===== config.mk =====
export PLATFORM = sky130hd
export DESIGN_NAME = branch_predict_unit
export DESIGN_NICKNAME = d
export VERILOG_FILES = /design/src/rtl/branch_predict_unit_pkg.sv /design/src/rtl/branch_predict_unit_btb_table.sv /design/src/rtl/branch_predict_unit.sv
export SDC_FILE = /design/constraint.sdc
export NUM_CORES = 1
export LEC_CHECK = 0
export CORE_MARGIN = 5
export CORE_UTILIZATION = 43
export DETAILED_ROUTE_END_ITERATION = 8
export GPL_TIMING_DRIVEN = 0
export MAX_ROUTING_LAYER = met4
export PLACE_DENSITY = 0.65
export SLEW_MARGIN = 40
export SYNTH_ARGS = -nofsm -noshare
export SYNTH_HDL_FRONTEND = slang
export SYNTH_HIERARCHICAL = 1
export SYNTH_SLANG_ARGS = --single-unit

===== constraint.sdc =====
create_clock -name clk -period 18.36 [get_ports clk]
set_input_delay 5.508 -clock clk [delete_from_list [all_inputs] [get_ports clk]]
set_output_delay 5.508 -clock clk [all_outputs]
set_load 0.03 [all_outputs]

===== src/rtl/branch_predict_unit_pkg.sv =====
// Purpose: shared jump opcodes, pipe flush masks, default widths and counter helpers.
// Latency: n/a (constants and pure functions only).
// Backpressure: n/a.
package branch_predict_unit_pkg;

    localparam int BPU_ADDR_WIDTH = 16;
    localparam int BPU_JUMP_BITS  = 6;
    localparam int NUM_PIPE_MASKS = 5;

    // Jump opcodes as produced by decode.
    localparam logic [BPU_JUMP_BITS-1:0] JMP_OP_NOP = 6'd0;
    localparam logic [BPU_JUMP_BITS-1:0] JMP_OP_J   = 6'd1;
    localparam logic [BPU_JUMP_BITS-1:0] JMP_OP_JR  = 6'd2;
    localparam logic [BPU_JUMP_BITS-1:0] JMP_OP_JEQ = 6'd3;
    localparam logic [BPU_JUMP_BITS-1:0] JMP_OP_JNE = 6'd4;
    localparam logic [BPU_JUMP_BITS-1:0] JMP_OP_JZ  = 6'd5;
    localparam logic [BPU_JUMP_BITS-1:0] JMP_OP_JNZ = 6'd6;
    localparam logic [BPU_JUMP_BITS-1:0] JMP_OP_JL  = 6'd7;
    localparam logic [BPU_JUMP_BITS-1:0] JMP_OP_JLE = 6'd8;
    localparam logic [BPU_JUMP_BITS-1:0] JMP_OP_JG  = 6'd9;
    localparam logic [BPU_JUMP_BITS-1:0] JMP_OP_JGE = 6'd10;

    // One bit per pipeline register that can be squashed.
    localparam logic [NUM_PIPE_MASKS-1:0] PIPE_REG_PC     = 5'b00001;
    localparam logic [NUM_PIPE_MASKS-1:0] PIPE_REG_IF_ID  = 5'b00010;
    localparam logic [NUM_PIPE_MASKS-1:0] PIPE_REG_ID_EX  = 5'b00100;
    localparam logic [NUM_PIPE_MASKS-1:0] PIPE_REG_EX_MEM = 5'b01000;
    localparam logic [NUM_PIPE_MASKS-1:0] PIPE_REG_MEM_WB = 5'b10000;

    localparam logic [NUM_PIPE_MASKS-1:0] PIPE_FLUSH_FULL =
        PIPE_REG_EX_MEM | PIPE_REG_ID_EX | PIPE_REG_IF_ID | PIPE_REG_PC;

    typedef enum logic [1:0] {
        JC_NONE,
        JC_J,
        JC_JR,
        JC_COND
    } jclass_e;

    function automatic jclass_e jop_class(input logic [BPU_JUMP_BITS-1:0] op);
        jclass_e c;
        c = JC_NONE;
        if (op == JMP_OP_J) begin
            c = JC_J;
        end else if (op == JMP_OP_JR) begin
            c = JC_JR;
        end else if (op >= JMP_OP_JEQ && op <= JMP_OP_JGE) begin
            c = JC_COND;
        end
        return c;
    endfunction

    // Counter encodings: MSB set means predict taken.
    function automatic int ctr_weak_taken(input int bits);
        return 1 << (bits - 1);
    endfunction

    function automatic int ctr_strong_taken(input int bits);
        return (1 << bits) - 1;
    endfunction

endpackage


===== src/rtl/branch_predict_unit_btb_table.sv =====
// Purpose: BTB storage {valid, tag, target, ctr}; lookup/training reads, one write port.
// Latency: reads combinational, write visible the cycle after wr_en_i.
// Backpressure: none; writes always accepted.
// Ports: clk/reset (async active-low); rd_* fetch lookup; trn_* EX read-back for
//        read-modify-write of the counter; wr_* single write port.
module btb_table
    import branch_predict_unit_pkg::*;
#(
    parameter int ADDR_WIDTH = 16,
    parameter int BTB_DEPTH  = 16,
    parameter int CTR_BITS   = 2,
    localparam int IDX_W     = $clog2(BTB_DEPTH),
    localparam int TAG_W     = ADDR_WIDTH - IDX_W
) (
    input  logic                  clk,
    input  logic                  reset,
    input  logic [IDX_W-1:0]      rd_idx_i,
    output logic                  rd_valid_o,
    output logic [TAG_W-1:0]      rd_tag_o,
    output logic [ADDR_WIDTH-1:0] rd_target_o,
    output logic [CTR_BITS-1:0]   rd_ctr_o,
    input  logic [IDX_W-1:0]      trn_idx_i,
    output logic                  trn_valid_o,
    output logic [TAG_W-1:0]      trn_tag_o,
    output logic [ADDR_WIDTH-1:0] trn_target_o,
    output logic [CTR_BITS-1:0]   trn_ctr_o,
    input  logic                  wr_en_i,
    input  logic [IDX_W-1:0]      wr_idx_i,
    input  logic [TAG_W-1:0]      wr_tag_i,
    input  logic [ADDR_WIDTH-1:0] wr_target_i,
    input  logic [CTR_BITS-1:0]   wr_ctr_i
);

    logic                  valid_q  [BTB_DEPTH];
    logic [TAG_W-1:0]      tag_q    [BTB_DEPTH];
    logic [ADDR_WIDTH-1:0] target_q [BTB_DEPTH];
    logic [CTR_BITS-1:0]   ctr_q    [BTB_DEPTH];

    // No write bypass: a read of the index being written returns the old entry.
    assign rd_valid_o   = valid_q[rd_idx_i];
    assign rd_tag_o     = tag_q[rd_idx_i];
    assign rd_target_o  = target_q[rd_idx_i];
    assign rd_ctr_o     = ctr_q[rd_idx_i];

    assign trn_valid_o  = valid_q[trn_idx_i];
    assign trn_tag_o    = tag_q[trn_idx_i];
    assign trn_target_o = target_q[trn_idx_i];
    assign trn_ctr_o    = ctr_q[trn_idx_i];

    always_ff @(posedge clk or negedge reset) begin
        if (!reset) begin
            for (int i = 0; i < BTB_DEPTH; i++) begin
                valid_q[i]  <= 1'b0;
                tag_q[i]    <= '0;
                target_q[i] <= '0;
                ctr_q[i]    <= '0;
            end
        end else if (wr_en_i) begin
            valid_q[wr_idx_i]  <= 1'b1;
            tag_q[wr_idx_i]    <= wr_tag_i;
            target_q[wr_idx_i] <= wr_target_i;
            ctr_q[wr_idx_i]    <= wr_ctr_i;
        end
    end

endmodule


===== src/rtl/branch_predict_unit.sv =====
// Purpose: fetch-time BTB prediction, EX-stage jump resolution/redirect and BTB training.
// Latency: prediction and resolution combinational; training visible next cycle.
// Backpressure: none; ex_valid qualifies the EX instruction, updates never stall.
// Ports: pc -> take_branch/branch_predict; EX inputs -> flush/jump_address.
// Optional: define BPU_STATS_EN to add saturating stat_branches/stat_mispredicts outputs.
module branch_predict_unit
    import branch_predict_unit_pkg::*;
#(
    parameter int ADDR_WIDTH = BPU_ADDR_WIDTH,
    parameter int BTB_DEPTH  = 16,
    parameter int CTR_BITS   = 2,
    parameter int JUMP_BITS  = BPU_JUMP_BITS
) (
    input  logic                      clk,
    input  logic                      reset,
    input  logic [ADDR_WIDTH-1:0]     pc,
    output logic [ADDR_WIDTH-1:0]     branch_predict,
    output logic                      take_branch,
    input  logic                      ex_valid,
    input  logic [JUMP_BITS-1:0]      jop,
    input  logic                      zero,
    input  logic                      less,
    input  logic                      greater,
    input  logic [ADDR_WIDTH-1:0]     id_ex_pc,
    input  logic [ADDR_WIDTH-1:0]     id_ex_reg_address,
    input  logic [ADDR_WIDTH-1:0]     id_ex_imm_address,
    input  logic                      branch_taken,
    input  logic [ADDR_WIDTH-1:0]     branch_taken_address,
    output logic [NUM_PIPE_MASKS-1:0] flush,
    output logic [ADDR_WIDTH-1:0]     jump_address
`ifdef BPU_STATS_EN
    ,
    output logic [31:0]               stat_branches,
    output logic [31:0]               stat_mispredicts
`endif
);

    localparam int IDX_W = $clog2(BTB_DEPTH);
    localparam int TAG_W = ADDR_WIDTH - IDX_W;
    localparam logic [CTR_BITS-1:0] CTR_WEAK   = CTR_BITS'(ctr_weak_taken(CTR_BITS));
    localparam logic [CTR_BITS-1:0] CTR_STRONG = CTR_BITS'(ctr_strong_taken(CTR_BITS));

    logic                  lk_valid, trn_valid;
    logic [TAG_W-1:0]      lk_tag, trn_tag;
    logic [ADDR_WIDTH-1:0] lk_target, trn_target;
    logic [CTR_BITS-1:0]   lk_ctr, trn_ctr;
    logic                  wr_en;
    logic [ADDR_WIDTH-1:0] wr_target;
    logic [CTR_BITS-1:0]   wr_ctr;

    btb_table #(
        .ADDR_WIDTH (ADDR_WIDTH),
        .BTB_DEPTH  (BTB_DEPTH),
        .CTR_BITS   (CTR_BITS)
    ) u_btb (
        .clk          (clk),
        .reset        (reset),
        .rd_idx_i     (pc[IDX_W-1:0]),
        .rd_valid_o   (lk_valid),
        .rd_tag_o     (lk_tag),
        .rd_target_o  (lk_target),
        .rd_ctr_o     (lk_ctr),
        .trn_idx_i    (id_ex_pc[IDX_W-1:0]),
        .trn_valid_o  (trn_valid),
        .trn_tag_o    (trn_tag),
        .trn_target_o (trn_target),
        .trn_ctr_o    (trn_ctr),
        .wr_en_i      (wr_en),
        .wr_idx_i     (id_ex_pc[IDX_W-1:0]),
        .wr_tag_i     (id_ex_pc[ADDR_WIDTH-1:IDX_W]),
        .wr_target_i  (wr_target),
        .wr_ctr_i     (wr_ctr)
    );

    // Fetch-side prediction.
    assign take_branch    = lk_valid && (lk_tag == pc[ADDR_WIDTH-1:IDX_W]) && lk_ctr[CTR_BITS-1];
    assign branch_predict = take_branch ? lk_target : '0;

    // EX-side decode and resolution.
    jclass_e               jc;
    logic                  cond_met, taken, mispredict, is_branch, trn_hit;
    logic [ADDR_WIDTH-1:0] actual_tgt, pc_next;

    assign jc = jop_class(BPU_JUMP_BITS'(jop));

    always_comb begin
        cond_met = 1'b0;
        case (BPU_JUMP_BITS'(jop))
            JMP_OP_JEQ, JMP_OP_JZ:  cond_met = zero;
            JMP_OP_JNE, JMP_OP_JNZ: cond_met = !zero;
            JMP_OP_JL:              cond_met = less;
            JMP_OP_JLE:             cond_met = less | zero;
            JMP_OP_JG:              cond_met = greater;
            JMP_OP_JGE:             cond_met = greater | zero;
            default:                cond_met = 1'b0;
        endcase
    end

    assign is_branch  = (jc == JC_COND) || (jc == JC_JR);
    assign taken      = (jc == JC_JR) || cond_met;
    assign actual_tgt = (jc == JC_JR) ? id_ex_reg_address : id_ex_imm_address;
    assign pc_next    = id_ex_pc + ADDR_WIDTH'(1);
    assign mispredict = is_branch &&
                        ((taken != branch_taken) || (taken && branch_taken_address != actual_tgt));

    // Redirect outputs are held at zero while reset (active-low) is asserted.
    always_comb begin
        flush        = '0;
        jump_address = '0;
        if (reset && ex_valid) begin
            if (jc == JC_J) begin
                flush        = PIPE_REG_EX_MEM;
                jump_address = id_ex_imm_address;
            end else if (is_branch) begin
                if (mispredict) begin
                    flush        = PIPE_FLUSH_FULL;
                    jump_address = taken ? actual_tgt : pc_next;
                end else if (taken) begin
                    flush        = PIPE_REG_EX_MEM;
                    jump_address = actual_tgt;
                end else begin
                    jump_address = pc_next;
                end
            end
        end
    end

    // Training: read-modify-write of the entry at the EX PC's index.
    assign trn_hit = trn_valid && (trn_tag == id_ex_pc[ADDR_WIDTH-1:IDX_W]);

    always_comb begin
        wr_en     = 1'b0;
        wr_target = trn_target;
        wr_ctr    = trn_ctr;
        if (ex_valid && is_branch) begin
            if (trn_hit) begin
                wr_en = 1'b1;
                if (jc == JC_JR) begin
                    wr_target = actual_tgt;
                    wr_ctr    = CTR_STRONG;
                end else if (taken) begin
                    wr_target = actual_tgt;
                    wr_ctr    = (trn_ctr == CTR_STRONG) ? trn_ctr : trn_ctr + CTR_BITS'(1);
                end else begin
                    wr_ctr    = (trn_ctr == '0) ? trn_ctr : trn_ctr - CTR_BITS'(1);
                end
            end else if (taken) begin
                // Allocate, or replace an aliasing entry with a different tag.
                wr_en     = 1'b1;
                wr_target = actual_tgt;
                wr_ctr    = (jc == JC_JR) ? CTR_STRONG : CTR_WEAK;
            end
        end
    end

`ifdef BPU_STATS_EN
    logic [31:0] stat_br_q, stat_br_d, stat_mis_q, stat_mis_d;

    always_comb begin
        stat_br_d  = stat_br_q;
        stat_mis_d = stat_mis_q;
        if (ex_valid && is_branch) begin
            if (stat_br_q != '1) stat_br_d = stat_br_q + 32'd1;
            if (mispredict && stat_mis_q != '1) stat_mis_d = stat_mis_q + 32'd1;
        end
    end

    always_ff @(posedge clk or negedge reset) begin
        if (!reset) begin
            stat_br_q  <= '0;
            stat_mis_q <= '0;
        end else begin
            stat_br_q  <= stat_br_d;
            stat_mis_q <= stat_mis_d;
        end
    end

    assign stat_branches    = stat_br_q;
    assign stat_mispredicts = stat_mis_q;
`endif

endmodule


**Yosys cells after proc, flatten, opt, wreduce, memory -nomap -nowiden**

Cells that the tools add are included.

- RAM bits: 0
- Output and inout port bits: 38
- Latch bits: 0
- Memories kept: 0
- ROM bits: 0
- Register bits: 496
- Word-level logic and storage cells: 176

- $mul: 0
- Eq/ne operators: 18
- Bitwise logic cells: 5
- Shift-type cells: 0
- Reduce and logical (&&, ||, !) cells: 16
- $lt $le $gt $ge: 5
- Muxes and demuxes: 65
- Add/subtract/negate cells: 3
- Div/mod/pow operators: 0

Operator list:

| operator | count |
|---|---|
| 256-bit bitwise mux | 1 |
| 16-bit 2-to-1 mux | 15 |
| 192-bit bitwise mux | 1 |
| 16-bit binary-select mux with 4-bit select | 2 |
| 12-bit binary-select mux with 4-bit select | 2 |
| 16-bit demux with 4-bit select | 1 |
| 12-bit 2-to-1 mux | 5 |
| 12-bit demux with 4-bit select | 1 |
| 32-bit bitwise mux | 1 |
| 2-bit 2-to-1 mux | 15 |
| 12-bit == test | 2 |
| 6-bit by 3-bit == test with 1-bit output (second input constant) | 4 |
| 4-bit 2-to-1 mux | 5 |
| 6-bit by 4-bit == test with 1-bit output (second input constant) | 3 |
| 16-bit by 1-bit adder with 16-bit output (second input constant) | 1 |
| 2-bit binary-select mux with 4-bit select | 2 |
| 16-bit inequality test | 1 |
| 16-bit bitwise OR | 1 |
| 6-bit by 2-bit == test with 1-bit output (second input constant) | 2 |
| 5-bit >= comparator (second input constant) | 2 |
| 4-bit NOT with 5-bit output | 2 |
| 1-bit logical AND | 9 |
| 1-bit 2-to-1 mux | 9 |
| 1-bit binary-select mux with 4-bit select | 2 |
| other kinds (17) | 23 |

**Logic depth before layout (Yosys ltp)**

- Depth after elaboration: 15
- Gate-level depth with buffers: 16
- Depth with buffers taken out: 11

**Modules after synthesis**

Netlist, hierarchy kept.

Modules (own cells, without submodules):

| module | cells an instance | sequential area each (um^2) | area each (um^2) | instances |
|---|---|---|---|---|
| btb_table | 1,619 | 12,411.9 | 25,683.4 | 1 |
| branch_predict_unit | 293 | 0.0 | 1,934.4 | 1 |

**Least setup slack after synthesis**

Ideal clock, no wire load.

- Path type: input to output
- Start point: in pc[1]
- End point: out branch_predict[10]
- Arrival time: 8,313 ps
- Path slack: 4,539 ps
- Buffers on the path: 4
- Data required time: 12,852 ps
- Cell stages on the path: 11
- Path through: buf_4 buf_2 clkbuf_1 mux4_2 a22oi_1 nand2_1 xnor2_1 nand4_1 nor4_1 clkbuf_1 and2_1

- Longest elaborated chain between the ends: 8

RTL lines:

| element | line | source |
|---|---|---|
| start: declaration | branch_predict_unit.sv:16 | `input logic [ADDR_WIDTH-1:0] pc,` |
| 4-bit NOT with 5-bit output (implied by the code) | branch_predict_unit_btb_table.sv:41 | `assign rd_tag_o = tag_q[rd_idx_i];` |
| 12-bit binary-select mux with 4-bit select | branch_predict_unit_btb_table.sv:41 |  |
| 12-bit 2-to-1 mux (implied by the code) (2 in series) | branch_predict_unit_btb_table.sv:41 |  |
| net lk_tag[7] | branch_predict_unit.sv:44 | `logic [TAG_W-1:0] lk_tag, trn_tag;` |
| 12-bit == test | branch_predict_unit.sv:76 | `assign take_branch = lk_valid && (lk_tag == pc[ADDR_WIDTH-1:IDX_W]) && lk_ctr[CTR_BITS-1];` |
| 1-bit logical AND (2 in series) | branch_predict_unit.sv:76 |  |
| net take_branch | branch_predict_unit.sv:18 | `output logic take_branch,` |
| 16-bit 2-to-1 mux | branch_predict_unit.sv:77 | `assign branch_predict = take_branch ? lk_target : '0;` |
| end: declaration | branch_predict_unit.sv:17 | `output logic [ADDR_WIDTH-1:0] branch_predict,` |

The timed path passes the listed nets, and every way through them passes these cells. The select of a mux whose other input is x is not followed.

**Worst setup path after layout**

- Start point: in pc[3]
- End point: out branch_predict[13]

- Longest elaborated chain between the ends: 8

RTL lines:

| element | line |
|---|---|
| 4-bit NOT with 5-bit output (implied by the code) | branch_predict_unit_btb_table.sv:41 |
| 12-bit binary-select mux with 4-bit select | branch_predict_unit_btb_table.sv:41 |
| 12-bit 2-to-1 mux (implied by the code) (2 in series) | branch_predict_unit_btb_table.sv:41 |
| net lk_tag[4] | branch_predict_unit.sv:44 |
| 12-bit == test | branch_predict_unit.sv:76 |
| 1-bit logical AND (2 in series) | branch_predict_unit.sv:76 |
| 16-bit 2-to-1 mux | branch_predict_unit.sv:77 |

The timed path passes the listed nets, and every way through them passes these cells. The select of a mux whose other input is x is not followed.

==> impl_results.md <==
* Status: finished, final reports clean
* Avg WL per Cell at 31.15 microns
* Grt total ovfl at 0
* PwrDens at 74.53 nW/um^2
* TritonCTS clock tree: yes
* Final-report setup violation count at 0
* Rel. slew slack at 38.05%
* Total track usage at 27.12%
* Crit path DAT at 10010 ps
* Area after DPL at 30080 sq um
* Post-CTS setup buffers at 0
* Core Util, Final at 50.26%
* Ys Warns at 6
* Max VDD drop at 59.90 uV
* CP startpoint kind: input pin
* Filler Cell Count at 5383
* Mapped Cells at 1905
* Cts bufs inserted at 53
* RePlAce Congestion at 0.9493
* Placed Cells at 2886
* Post-route DRC at 0
* Largest net degree at the start of global routing at 77
* Synthesized area per cell at 14.44 sq um
* Io pins at 131
* Fraction of layout cells with a size suffix above 1 at 44.30%
* Global-route wire length before repair at 136.2 mm
* Clk_skew at 24.39 ps
* Clk buf depth at 3
* Max frequency at 64.45 MHz
* Core area at 63200 sq um
* Setup TNS at 0 ps
* Cts hold-fix bufs at 0
* RSZ-0062 raised after global routing: no
* Worst Tran Pin Value at 929.2 ps
* Worst Setup Path Type: in2out
* Row cnt at 92
* Worst setup slack after layout at 2845 ps
* Max Cap Viol at 0
* Sink Count at 496
* CP max stage delay at 690 ps
* Initial Util at 43.53%
* Req. time, crit path at 12850 ps
* Detailed Place HPWL at 64.51 mm
* First-iteration detailed-routing DRC count at 2113
* Worst-Skew Late Latency at 610 ps
* Final ANT Viol Nets at 0
* Worst setup EP type: output port
* Post-CTS resize count at 0
* Max-slew violations at 0
* Vias per cell at 6.452
* Initial DRT Pass Iterations at 7
* Fin crit period at 15510 ps
* Final Cycle Share at 84.50%
* Post-Route WL at 92.85 mm
* Hold WC Path Type: reg2reg
* Nets at 2190
* Die footprint at 69130 sq um
* Cell area after synthesis at 27510 sq um
* Input/output buffers at 126
* Leak at 0.01447 uW
* # H-tree levels at 2
* Area added between synthesis and finish at 15.46%
* CTS root buf: clkbuf_16
* Initial antenna violation count at 4
* CP cell instances: clkdlybuf4s50_1 > and2_1 > buf_1 > clkbuf_1 > a22oi_1 > nand2_1 > xnor2_1 > nand4_1 > nor4_2 > clkbuf_1 > and2_1 > clkdlybuf4s50_1
* Vias in the first global route at 20057
* DP Worst Slack at 2775 ps
* Vias at 19234
* Die Y-Extent at 262.9 microns
* CTS clock-pin slew for the worst setup and hold paths at 60 ps
* Worst path slowest cell: clkdlybuf4s50_1
* Die width at 262.9 microns
* Final hold violation count at 0
* Syn Nets at 1999
* Critical Path Fanout Max at 10
* Layout Cells excl Fill at 2981
* Post-route cell area at 31760 sq um
## power by group
group          leakage [uW]  switching (uW)  internal, uW
clock              0.000811             441           608
combinational       0.00674             133          77.1
sequential          0.00692            6.09          1100
## through the flow
stage	total power, uW	hold slack, ps
after floorplan	1221	446.1
after global placement	1329	463.7
after detailed placement	1336	476.1
after CTS	2382	489.8
after global routing	2438	507.6
final	2367	487.6
## placed cells by master, fill, tap and decap left out, types with 20 or more instances in the layout
| master | n |
|---|---|
| and2_1 | 20 |
| a22oi_1 | 124 |
| nor2_1 | 28 |
| clkdlybuf4s50_1 | 125 |
| buf_6 | 20 |
| nand2b_1 | 20 |
| buf_2 | 69 |
| clkbuf_1 | 72 |
| clkbuf_2 | 27 |
| nand2_1 | 92 |
| mux4_2 | 242 |
| mux2i_1 | 24 |
| dfrtp_1 | 496 |
| clkbuf_16 | 53 |
| xnor2_1 | 39 |
| mux2_2 | 479 |
## cell type report
class / count / area, sq um / area share (%)
antenna: 4 / 10.01 / 0.03152
tap: 846 / 1059 / 3.333
clock inverter: 7 / 87.58 / 0.2758
inverter: 13 / 48.80 / 0.1536
timing repair buffer: 136 / 1480 / 4.660
multi-input combinational: 1216 / 14110 / 44.44
sequential: 496 / 12410 / 39.08
buffer: 180 / 980.9 / 3.089
clock buffer: 83 / 1569 / 4.940
## path summary, 6_finish.rpt
path	to	depth (start not counted)	start	slack, ps
max	branch_predict[13]	12	pc[3]	2850
min	u_btb/valid_q[3]	1	u_btb/valid_q[3]	490
max reg2reg	u_btb/tag_q[24]	12	u_btb/tag_q[166]	13780
min reg2reg	u_btb/valid_q[3]	1	u_btb/valid_q[3]	490
max in group asynchronous	u_btb/target_q[186]	4	reset	12320
min in group asynchronous	u_btb/target_q[116]	1	reset	4730
## worst max-delay path, delay by kind of cell
kind | cells | cell delay, ps
simple gates | 5 | 1440
buf+inv | 5 | 2660
compound gates | 1 | 190
xor+xnor | 1 | 180
## state kept, by name (all words and copies together) (netlist names)
signal          count
u_btb/valid_q      16
u_btb/ctr_q        32
u_btb/tag_q       192
u_btb/target_q    256
## routing by layer
layer  GRT usage, %  up-vias  part of all wire [%]
li1               -     7721                     -
met4          10.83        0                   4.5
met5              -        -                     0
met2          41.62     1007                    47
met1          35.21    10275                    39
met3          6.479      231                   9.0
No activity file was read; power rests on OpenSTA's default activity.
